===== src/rtl/nonce_miner_if.sv =====
// Hasher-side bus of the nonce search controller: message/control out, hash/finished back.
interface nonce_miner_if;
   logic [7:0] hash_msg;
   logic       hash_rst_n;
   logic       hash_en;
   logic [7:0] hash_in;
   logic       hash_done;

   modport master (output hash_msg, hash_rst_n, hash_en, input hash_in, hash_done);
   modport slave  (input hash_msg, hash_rst_n, hash_en, output hash_in, hash_done);
endinterface


===== src/rtl/nonce_miner.sv =====
// Nonce search controller: one reset/enable/capture trial per nonce against an external
// 8-bit hasher, stopping at the first hash strictly below the latched target.
module nonce_miner #(
   parameter int NONCE_W  = 8,
   parameter int MAX_WAIT = 16
) (
   input  logic               clock,
   input  logic               reset_n,
   input  logic               start,
   input  logic [7:0]         block_data,
   input  logic [7:0]         target,
   nonce_miner_if.master      hif,
   output logic               busy,
   output logic               found,
   output logic               exhausted,
   output logic               timeout,
   output logic [NONCE_W-1:0] nonce,
   output logic [7:0]         hash_out
);
   localparam logic [2:0] IDLE  = 3'd0;
   localparam logic [2:0] CLEAR = 3'd1;
   localparam logic [2:0] RUN   = 3'd2;
   localparam logic [2:0] CHECK = 3'd3;
   localparam logic [2:0] DONE  = 3'd4;

   localparam logic [7:0] WAIT_LAST = 8'(MAX_WAIT - 1);

   logic [2:0] state;
   logic [7:0] block_q, target_q, hash_q, wait_cnt;
   logic [7:0] msg_q;
   logic       rst_n_q, en_q;

   // Upper nonce bits fold into the byte; the shift yields zero when NONCE_W is 8.
   function automatic logic [7:0] msg_of(input logic [7:0] b, input logic [NONCE_W-1:0] n);
      return b ^ n[7:0] ^ 8'(n >> 8);
   endfunction

   assign hif.hash_msg   = msg_q;
   assign hif.hash_rst_n = rst_n_q;
   assign hif.hash_en    = en_q;

   always_ff @(posedge clock) begin
      if (!reset_n) begin
         state     <= IDLE;
         block_q   <= '0;
         target_q  <= '0;
         hash_q    <= '0;
         wait_cnt  <= '0;
         msg_q     <= '0;
         rst_n_q   <= 1'b1;
         en_q      <= 1'b0;
         busy      <= 1'b0;
         found     <= 1'b0;
         exhausted <= 1'b0;
         timeout   <= 1'b0;
         nonce     <= '0;
         hash_out  <= '0;
      end else begin
         case (state)
            IDLE, DONE: begin
               if (start) begin
                  block_q   <= block_data;
                  target_q  <= target;
                  nonce     <= '0;
                  msg_q     <= block_data;
                  rst_n_q   <= 1'b0;
                  en_q      <= 1'b0;
                  busy      <= 1'b1;
                  found     <= 1'b0;
                  exhausted <= 1'b0;
                  timeout   <= 1'b0;
                  hash_out  <= '0;
                  state     <= CLEAR;
               end
            end
            CLEAR: begin
               rst_n_q  <= 1'b1;
               en_q     <= 1'b1;
               wait_cnt <= '0;
               state    <= RUN;
            end
            RUN: begin
               // A finish in the last allowed cycle still wins over the timeout.
               if (hif.hash_done) begin
                  hash_q <= hif.hash_in;
                  en_q   <= 1'b0;
                  state  <= CHECK;
               end else if (wait_cnt == WAIT_LAST) begin
                  en_q    <= 1'b0;
                  timeout <= 1'b1;
                  busy    <= 1'b0;
                  state   <= DONE;
               end else begin
                  wait_cnt <= wait_cnt + 8'd1;
               end
            end
            CHECK: begin
               if (hash_q < target_q) begin
                  found    <= 1'b1;
                  hash_out <= hash_q;
                  busy     <= 1'b0;
                  state    <= DONE;
               end else if (&nonce) begin
                  exhausted <= 1'b1;
                  busy      <= 1'b0;
                  state     <= DONE;
               end else begin
                  nonce   <= nonce + 1'b1;
                  msg_q   <= msg_of(block_q, nonce + 1'b1);
                  rst_n_q <= 1'b0;
                  state   <= CLEAR;
               end
            end
            default: state <= IDLE;
         endcase
      end
   end
endmodule


===== src/flat_wrapper.sv =====
// flat-port wrapper written by rule: the top's interface ports become plain ports
module nonce_miner_flat 
#(
   parameter int NONCE_W  = 8,
   parameter int MAX_WAIT = 16
)
  (clock, reset_n, start, block_data, target, busy, found, exhausted, timeout, nonce, hash_out, hif_hash_msg, hif_hash_rst_n, hif_hash_en, hif_hash_in, hif_hash_done);
  nonce_miner_if hif_i ();
  input  logic clock;
  input  logic reset_n;
  input  logic start;
  input  logic [7:0] block_data;
  input  logic [7:0] target;
  output logic busy;
  output logic found;
  output logic exhausted;
  output logic timeout;
  output logic [NONCE_W-1:0] nonce;
  output logic [7:0] hash_out;
  output wire logic [$bits(hif_i.hash_msg)-1:0] hif_hash_msg;
  output wire logic [$bits(hif_i.hash_rst_n)-1:0] hif_hash_rst_n;
  output wire logic [$bits(hif_i.hash_en)-1:0] hif_hash_en;
  input wire logic [$bits(hif_i.hash_in)-1:0] hif_hash_in;
  input wire logic [$bits(hif_i.hash_done)-1:0] hif_hash_done;
  assign hif_hash_msg = hif_i.hash_msg;
  assign hif_hash_rst_n = hif_i.hash_rst_n;
  assign hif_hash_en = hif_i.hash_en;
  assign hif_i.hash_in = hif_hash_in;
  assign hif_i.hash_done = hif_hash_done;
  nonce_miner #(.NONCE_W(NONCE_W), .MAX_WAIT(MAX_WAIT)) u_core (.clock(clock), .reset_n(reset_n), .start(start), .block_data(block_data), .target(target), .hif(hif_i), .busy(busy), .found(found), .exhausted(exhausted), .timeout(timeout), .nonce(nonce), .hash_out(hash_out));
endmodule

===== config.mk =====
export PLATFORM = sky130hd
export DESIGN_NAME = nonce_miner_flat
export DESIGN_NICKNAME = d
export VERILOG_FILES = /design/src/rtl/nonce_miner_if.sv /design/src/rtl/nonce_miner.sv /design/src/flat_wrapper.sv
export SDC_FILE = /design/constraint.sdc
export NUM_CORES = 1
export LEC_CHECK = 0
export CAP_MARGIN = 15
export CORE_MARGIN = 5
export CORE_UTILIZATION = 62
export CTS_BUF_LIST = sky130_fd_sc_hd__clkbuf_4 sky130_fd_sc_hd__clkbuf_8
export DETAILED_ROUTE_END_ITERATION = 12
export DONT_BUFFER_PORTS = 1
export GPL_ROUTABILITY_DRIVEN = 0
export PLACE_DENSITY_LB_ADDON = 0.15
export SYNTH_ARGS = -nofsm -noshare
export SYNTH_HDL_FRONTEND = slang
export SYNTH_SLANG_ARGS = --single-unit

===== constraint.sdc =====
create_clock -name clock -period 2.67 [get_ports clock]
set_input_delay 0.267 -clock clock [delete_from_list [all_inputs] [get_ports clock]]
set_output_delay 0.267 -clock clock [all_outputs]
set_load 0.005 [all_outputs]

==> results.cfg, run 1 <==
[place]
dpl.hpwl_um = 4530
port-buffer-count = 0

[logic_synthesis]
synth.top_cells.by_area = dfxtp_1 (42%), nand2_1 (11%), a21boi_1 (8.6%), ha_1 (3.7%), xnor2_1 (3.4%)
netlist.area_leader.share_pct = 42.4
synth_fa_ha_area_share_pct = 3.67
synthFlopType = dfxtp_1
async_flop_share_pct = 0
synth-edff-count = 0
syn_nets = 411
ys_seq_area_share_pct = 42.4
synth_xor_xnor_area_share_pct = 5.43
syn_avg_cell_area_um2 = 8.20
synth_common_cells = nand2_1 (88), dfxtp_1 (65), a21boi_1 (35)
yosysMostFrequentCell = nand2_1
ys_types = 43
synth_top_family_by_area = simple AND/OR/NAND/NOR gates
synth-simple-area-share_pct = 23.2
ys_warn_count = 0
synthCells = 374
ys_ff_latch = 65
yosys.area.top_type = dfxtp_1
synth-compound-area-share_pct = 21.3
synth.area.mux_share_pct = 0.326
syn_area_um2 = 3070

[timing]
holdWs_ns = 0.0358
max_freq_mhz = 495
tns_ns = 0
relSlewSlack_pct = 52.1
timing.final.crit_share_pct = 75.7
slew_viol_final = 0
setup_viol = 0
finalClockSkew_ns = 0.00374
worst_pin_slew_ns = 0.719
rsz0062_at_grt = no
finalCriticalPeriod_ns = 2.02
hold_viol_final = 0

[power_and_ir_drop]
power_w = 0.00270
leakagePower_nw = 1.28
power_density_nw_per_um2 = 820
max-vdd-ir-drop_v = 0.000452

[detailed_routing]
drt_iter0_drc = 106
drt-wirelength-per-cell_um = 15.1
routed_wl_um = 6660
ant_nets = 0
routed-via-count = 2524
drc = 0
drt-pass1-iter-count = 4
vias_per_cell = 5.74

[min_path]
hp-class = in -> reg

[clock_tree]
cts_resized = 0
cts_root_buffer = clkbuf_8
cts.reportedPaths.clkPinSlew_ns = 0.07
hold_buffers = 0
cts_setup_buffers = 0
htreeDepth = 3
clock_tree.buffer_depth = 2
tritoncts = built
clock_latency_ns = 0.34
cts_buffers = 9
cts_sinks = 65

[floorplanning]
die_y_um = 80.3
start_util_pct = 64.5
dieArea_um2 = 6450
io_pins = 58
die_w_um = 80.3
coreArea_um2 = 4750
rows = 25

[run]
drv_cap = 0

[global_route]
grt_max_degree = 65
grt_pass1_vias = 2411
track_usage_pct = 23.2
overflow = 0
grt_pass1_wl_um = 11400
antenna_found_initial = 0

[setup_path]
crit_path_max_fanout = 10
crit_path_start_kind = register
cp_data_arrival_time_ns = 2.31
end_kind = register
critPathKind = reg -> reg
worstPathRequired_ns = 2.96

[layout]
antenna_cells = 0
nets = 406
nFillCells = 407
layout-drive-gt1-share_pct = 6.70
area_growth_pct = 7.43

[outcome]
outcome = finished, final reports clean
## state kept, by name (all words and copies together), names as in the netlist, 3 cells and up
| signal | count |
|---|---|
| u_core.block_q | 8 |
| u_core.hash_out | 8 |
| u_core.hash_q | 8 |
| u_core.hif.hash_msg | 8 |
| u_core.nonce | 8 |
| u_core.target_q | 8 |
| u_core.wait_cnt | 8 |
| u_core.state | 3 |
## cell usage in the layout, fill, tap and decap left out, drive strengths merged, types with 2 or more instances in the layout
cell / count
o22ai: 2
clkinv: 2
a21boi: 35
nand4: 2
and2: 9
o211a: 4
nand3: 19
buf: 3
or2: 2
inv: 9
o21ai: 20
nor2b: 3
clkbuf: 12
and3: 6
nor2: 17
ha: 9
o21a: 5
xnor2: 12
nand2b: 2
a21oi: 17
o211ai: 5
xor2: 7
nand2: 89
nor3: 3
dfxtp: 65
## metal layers
metal  global-route usage, %  part of all wire (%)  vias to the layer above
met3                    7.85                   8.8                       10
met5                       0                     0                        -
li1                        -                     -                     1269
met1                    29.4                    44                     1172
met2                    35.9                    45                       73
met4                    9.46                   1.5                        0
## stage by stage
step / cell area (um2) / worst slack, ns / std cells / utilization (%)
2_1_floorplan: 3070 / 0.871 / 374 / -
3_3_place_gp: 3100 / 0.753 / 425 / 65.1
3_5_place_dp: 3100 / 0.673 / 425 / 65.1
4_1_cts: 3290 / 0.652 / 440 / 69.3
5_1_grt: 3290 / 0.511 / 440 / 69.3
6_report: 3290 / 0.649 / 440 / 69.3
## worst paths after layout
kind / start / endpoint / depth (start not counted) / slack, ns
worst max register to register: u_core.target_q[1] / u_core.state[2] / 7 / 0.65
worst max-delay path: u_core.target_q[1] / u_core.state[2] / 7 / 0.65
worst min register to register: u_core.target_q[3] / u_core.target_q[3] / 2 / 0.46
worst min-delay path: reset_n / u_core.hif.hash_rst_n / 1 / 0.04
## where the power goes
part,switching [W],internal [W]
combinational,0.000398,0.000238
clock,0.000368,0.000485
sequential,0.000110,0.00110
## logic make-up (layout without fill, tap and decap cells)
logic type / Yosys count / count (layout)
AO/OA/AOI/OAI: 94 / 94
XOR/XNOR: 19 / 19
adder cells (fa/ha/maj): 9 / 9
buffers and inverters: 28 / 27
flip-flops: 65 / 65
multiplexers: 1 / 1
AND/OR/NAND/NOR: 158 / 158
## critical path: stages, from the launching register on
cell	delay, ns
dfxtp_1	0.33
inv_1	0.05
ha_1	0.26
a2111o_1	0.40
a21oi_4	0.22
nand2_2	0.20
a211oi_1	0.33
o21a_1	0.17
## final cells by class
class,instances,area [um2],area share (%)
Clock buffer,12,159,4.82
Clock inverter,3,40.0,1.22
Inverter,9,33.8,1.03
Multi-Input combinational cell,281,1650,50.2
Sequential cell,65,1300,39.5
Tap cell,67,83.8,2.54
Timing Repair Buffer,3,22.5,0.684
No activity file was read; power rests on OpenSTA's default activity.
==> run 2: changes to the inputs <==
--- a/config.mk
+++ b/config.mk
@@ -7,7 +7,7 @@
 export LEC_CHECK = 0
 export CAP_MARGIN = 15
 export CORE_MARGIN = 5
-export CORE_UTILIZATION = 62
+export CORE_UTILIZATION = 59
 export CTS_BUF_LIST = sky130_fd_sc_hd__clkbuf_4 sky130_fd_sc_hd__clkbuf_8
 export DETAILED_ROUTE_END_ITERATION = 12
 export DONT_BUFFER_PORTS = 1
==> constraint.sdc (replaced) <==
create_clock -name clock -period 1.66 [get_ports clock]
set_input_delay 0.166 -clock clock [delete_from_list [all_inputs] [get_ports clock]]
set_output_delay 0.166 -clock clock [all_outputs]
set_load 0.005 [all_outputs]
==> run 2 against run 1 <==
Effect of this change:
- the flow now finishes with violations (negative setup slack)
- wire length rose by 40%
- total power increased by 89%
- via count grew 17%
- sequential share of layout area decreased by 8.5 points
- clock skew grew 0.0015 ns
- clock power is 44% higher
- combinational power rose to 3.0 times the previous value
- non-clock buffer count increased by 75
- core utilization rose by 14 points
- critical path depth up 2
- worst setup slack lost 0.91 ns
- critical path type unchanged
==> results.cfg, run 2 (synthesis gave the netlist of run 1 again) <==
[detailed_routing]
routed_wl_um = 9350
routed-via-count = 2952
ant_nets = 0
drt_iter0_drc = 191
drc = 0
vias_per_cell = 5.71
drt-pass1-iter-count = 4
drt-wirelength-per-cell_um = 18.1

[clock_tree]
cts_sinks = 65
cts_buffers = 9
clock_tree.buffer_depth = 2
tritoncts = built
cts.reportedPaths.clkPinSlew_ns = 0.06
htreeDepth = 3
cts_root_buffer = clkbuf_8
clock_latency_ns = 0.35

[setup_path]
end_kind = register
crit_path_max_fanout = 6
critPathKind = reg -> reg
crit_path_start_kind = register
worstPathRequired_ns = 1.94
cp_data_arrival_time_ns = 2.20
timing.rr.start = u_core.target_q[4]
crit_path_start = u_core.target_q[4]

[timing]
rsz0062_at_grt = yes
finalClockSkew_ns = 0.00523
worst_pin_slew_ns = 0.471
max_freq_mhz = 521
finalCriticalPeriod_ns = 1.92
relSlewSlack_pct = 68.4
setup_viol = 32
worst_slack_ns = -0.259
slew_viol_final = 0
hold_viol_final = 0
timing.final.crit_share_pct = 116

[layout]
final_cell_mix = nand2_1 (85), dfxtp_1 (55), buf_4 (37), a21boi_1 (33), dlygate4sd3_1 (32)
area_growth_pct = 38.3
multi_input_area_um2 = 1890
layout-drive-gt1-share_pct = 26.0
nets = 481
final_common_cell = nand2_1
nFillCells = 307
regArea_um2 = 1310
fin_cells = 517
antenna_cells = 0

[floorplanning]
start_util_pct = 60.4
rows = 26
dieArea_um2 = 6740
die_w_um = 82.1
die_y_um = 82.1
io_pins = 58
coreArea_um2 = 5070

[power_and_ir_drop]
seq_power_share_pct = 38.5
pwr-share-clk_pct = 24.2
power_w = 0.00509
power_frac_comb_pct = 37.4
power_switching_w = 0.00179
max-vdd-ir-drop_v = 0.000866
sw_frac_of_total_pct = 35.0
power_density_nw_per_um2 = 1200
leakagePower_nw = 1.66
internal_power_w = 0.00331

[outcome]
outcome = finished, violations left
violations = negative setup slack

[min_path]
hp-class = in -> reg
worstHoldStart = block_data[6]

[global_route]
track_usage_pct = 25.1
overflow = 0
grt_max_degree = 65
grt_pass1_wl_um = 12900
grt_pass1_vias = 2791
antenna_found_initial = 0

[place]
dpl.hpwl_um = 5000
port-buffer-count = 0
dp_cells = 464

[run]
drv_cap = 0
-- run 2: changes by cell type in the layout (fill, tap and decap cells not counted), sizes merged --
cell         previous run  this run
bufinv                  1         0
clkinv                  2         0
clkbuf                 12        16
dlygate4sd3             0        32
buf                     3        44
-- run 2: worst paths after layout --
kind         cells past startpoint                     end  slack (ns)
max reg2reg                      9  u_core.hif.hash_msg[1]       -0.26
min reg2reg                      2      u_core.target_q[0]        0.45
max                              9  u_core.hif.hash_msg[1]       -0.26
min                              2  u_core.hif.hash_msg[6]        0.03
-- run 2: through the flow --
step | cell area [um2] | setup WS [ns] | hold WS (ns) | utilization (%) | TNS [ns]
floorplan | 3090 | -0.0843 | 0.293 | - | -0.901
global placement | 3400 | -0.269 | 0.256 | 66.9 | -4.00
detailed placement | 3400 | -0.329 | 0.270 | 66.9 | -4.60
CTS | 3930 | -0.209 | -0.118 | 77.4 | -3.77
global route | 4240 | -0.326 | 0.0485 | 83.6 | -7.13
finish | 4240 | -0.259 | 0.0313 | 83.6 | -5.29
-- run 2: area by class of cell --
cell class                      count  share of cell area, %
Tap cell                           70                   2.06
Multi-Input combinational cell    281                   44.5
Sequential cell                    65                   31.0
Clock buffer                       14                   4.10
Timing Repair Buffer               78                   17.6
Inverter                            9                  0.796
-- run 2: repair_timing --
action,CTS,global route
hold buffers,28,5
gates resized for setup,17,41
pin swaps,8,22
setup buffers,1,2
setup endpoints to repair,33,37
gates cloned,0,3
endpoints found under the hold margin,58,52
-- run 2: layer usage --
metal / GRT usage, % / vias up / part of all wire, %
met3: 7.92 / 15 / 6.1
li1: - / 1407 / -
met4: 8.14 / 0 / 1.6
met1: 29.5 / 1435 / 40
met2: 43.5 / 95 / 52
met5: 0 / - / 0
-- run 2: power groups by stage --
stage | logic [W] | registers [W] | clock network (W)
finish | 0.00190 | 0.00196 | 0.00123
global route | 0.00203 | 0.00198 | 0.00131
CTS | 0.00149 | 0.00193 | 0.00124
detailed placement | 0.00133 | 0.00195 | 0
global placement | 0.00130 | 0.00194 | 0
floorplan | 0.000907 | 0.00193 | 0
-- run 2: worst max-delay path, stage by stage, from the launching register on --
cell	delay (ns)
dfxtp_2	0.34
inv_1	0.04
ha_1	0.28
nand4_1	0.14
a21oi_2	0.20
a21oi_4	0.11
o21ai_4	0.31
clkbuf_16	0.24
o2111ai_2	0.09
o21ai_1	0.10
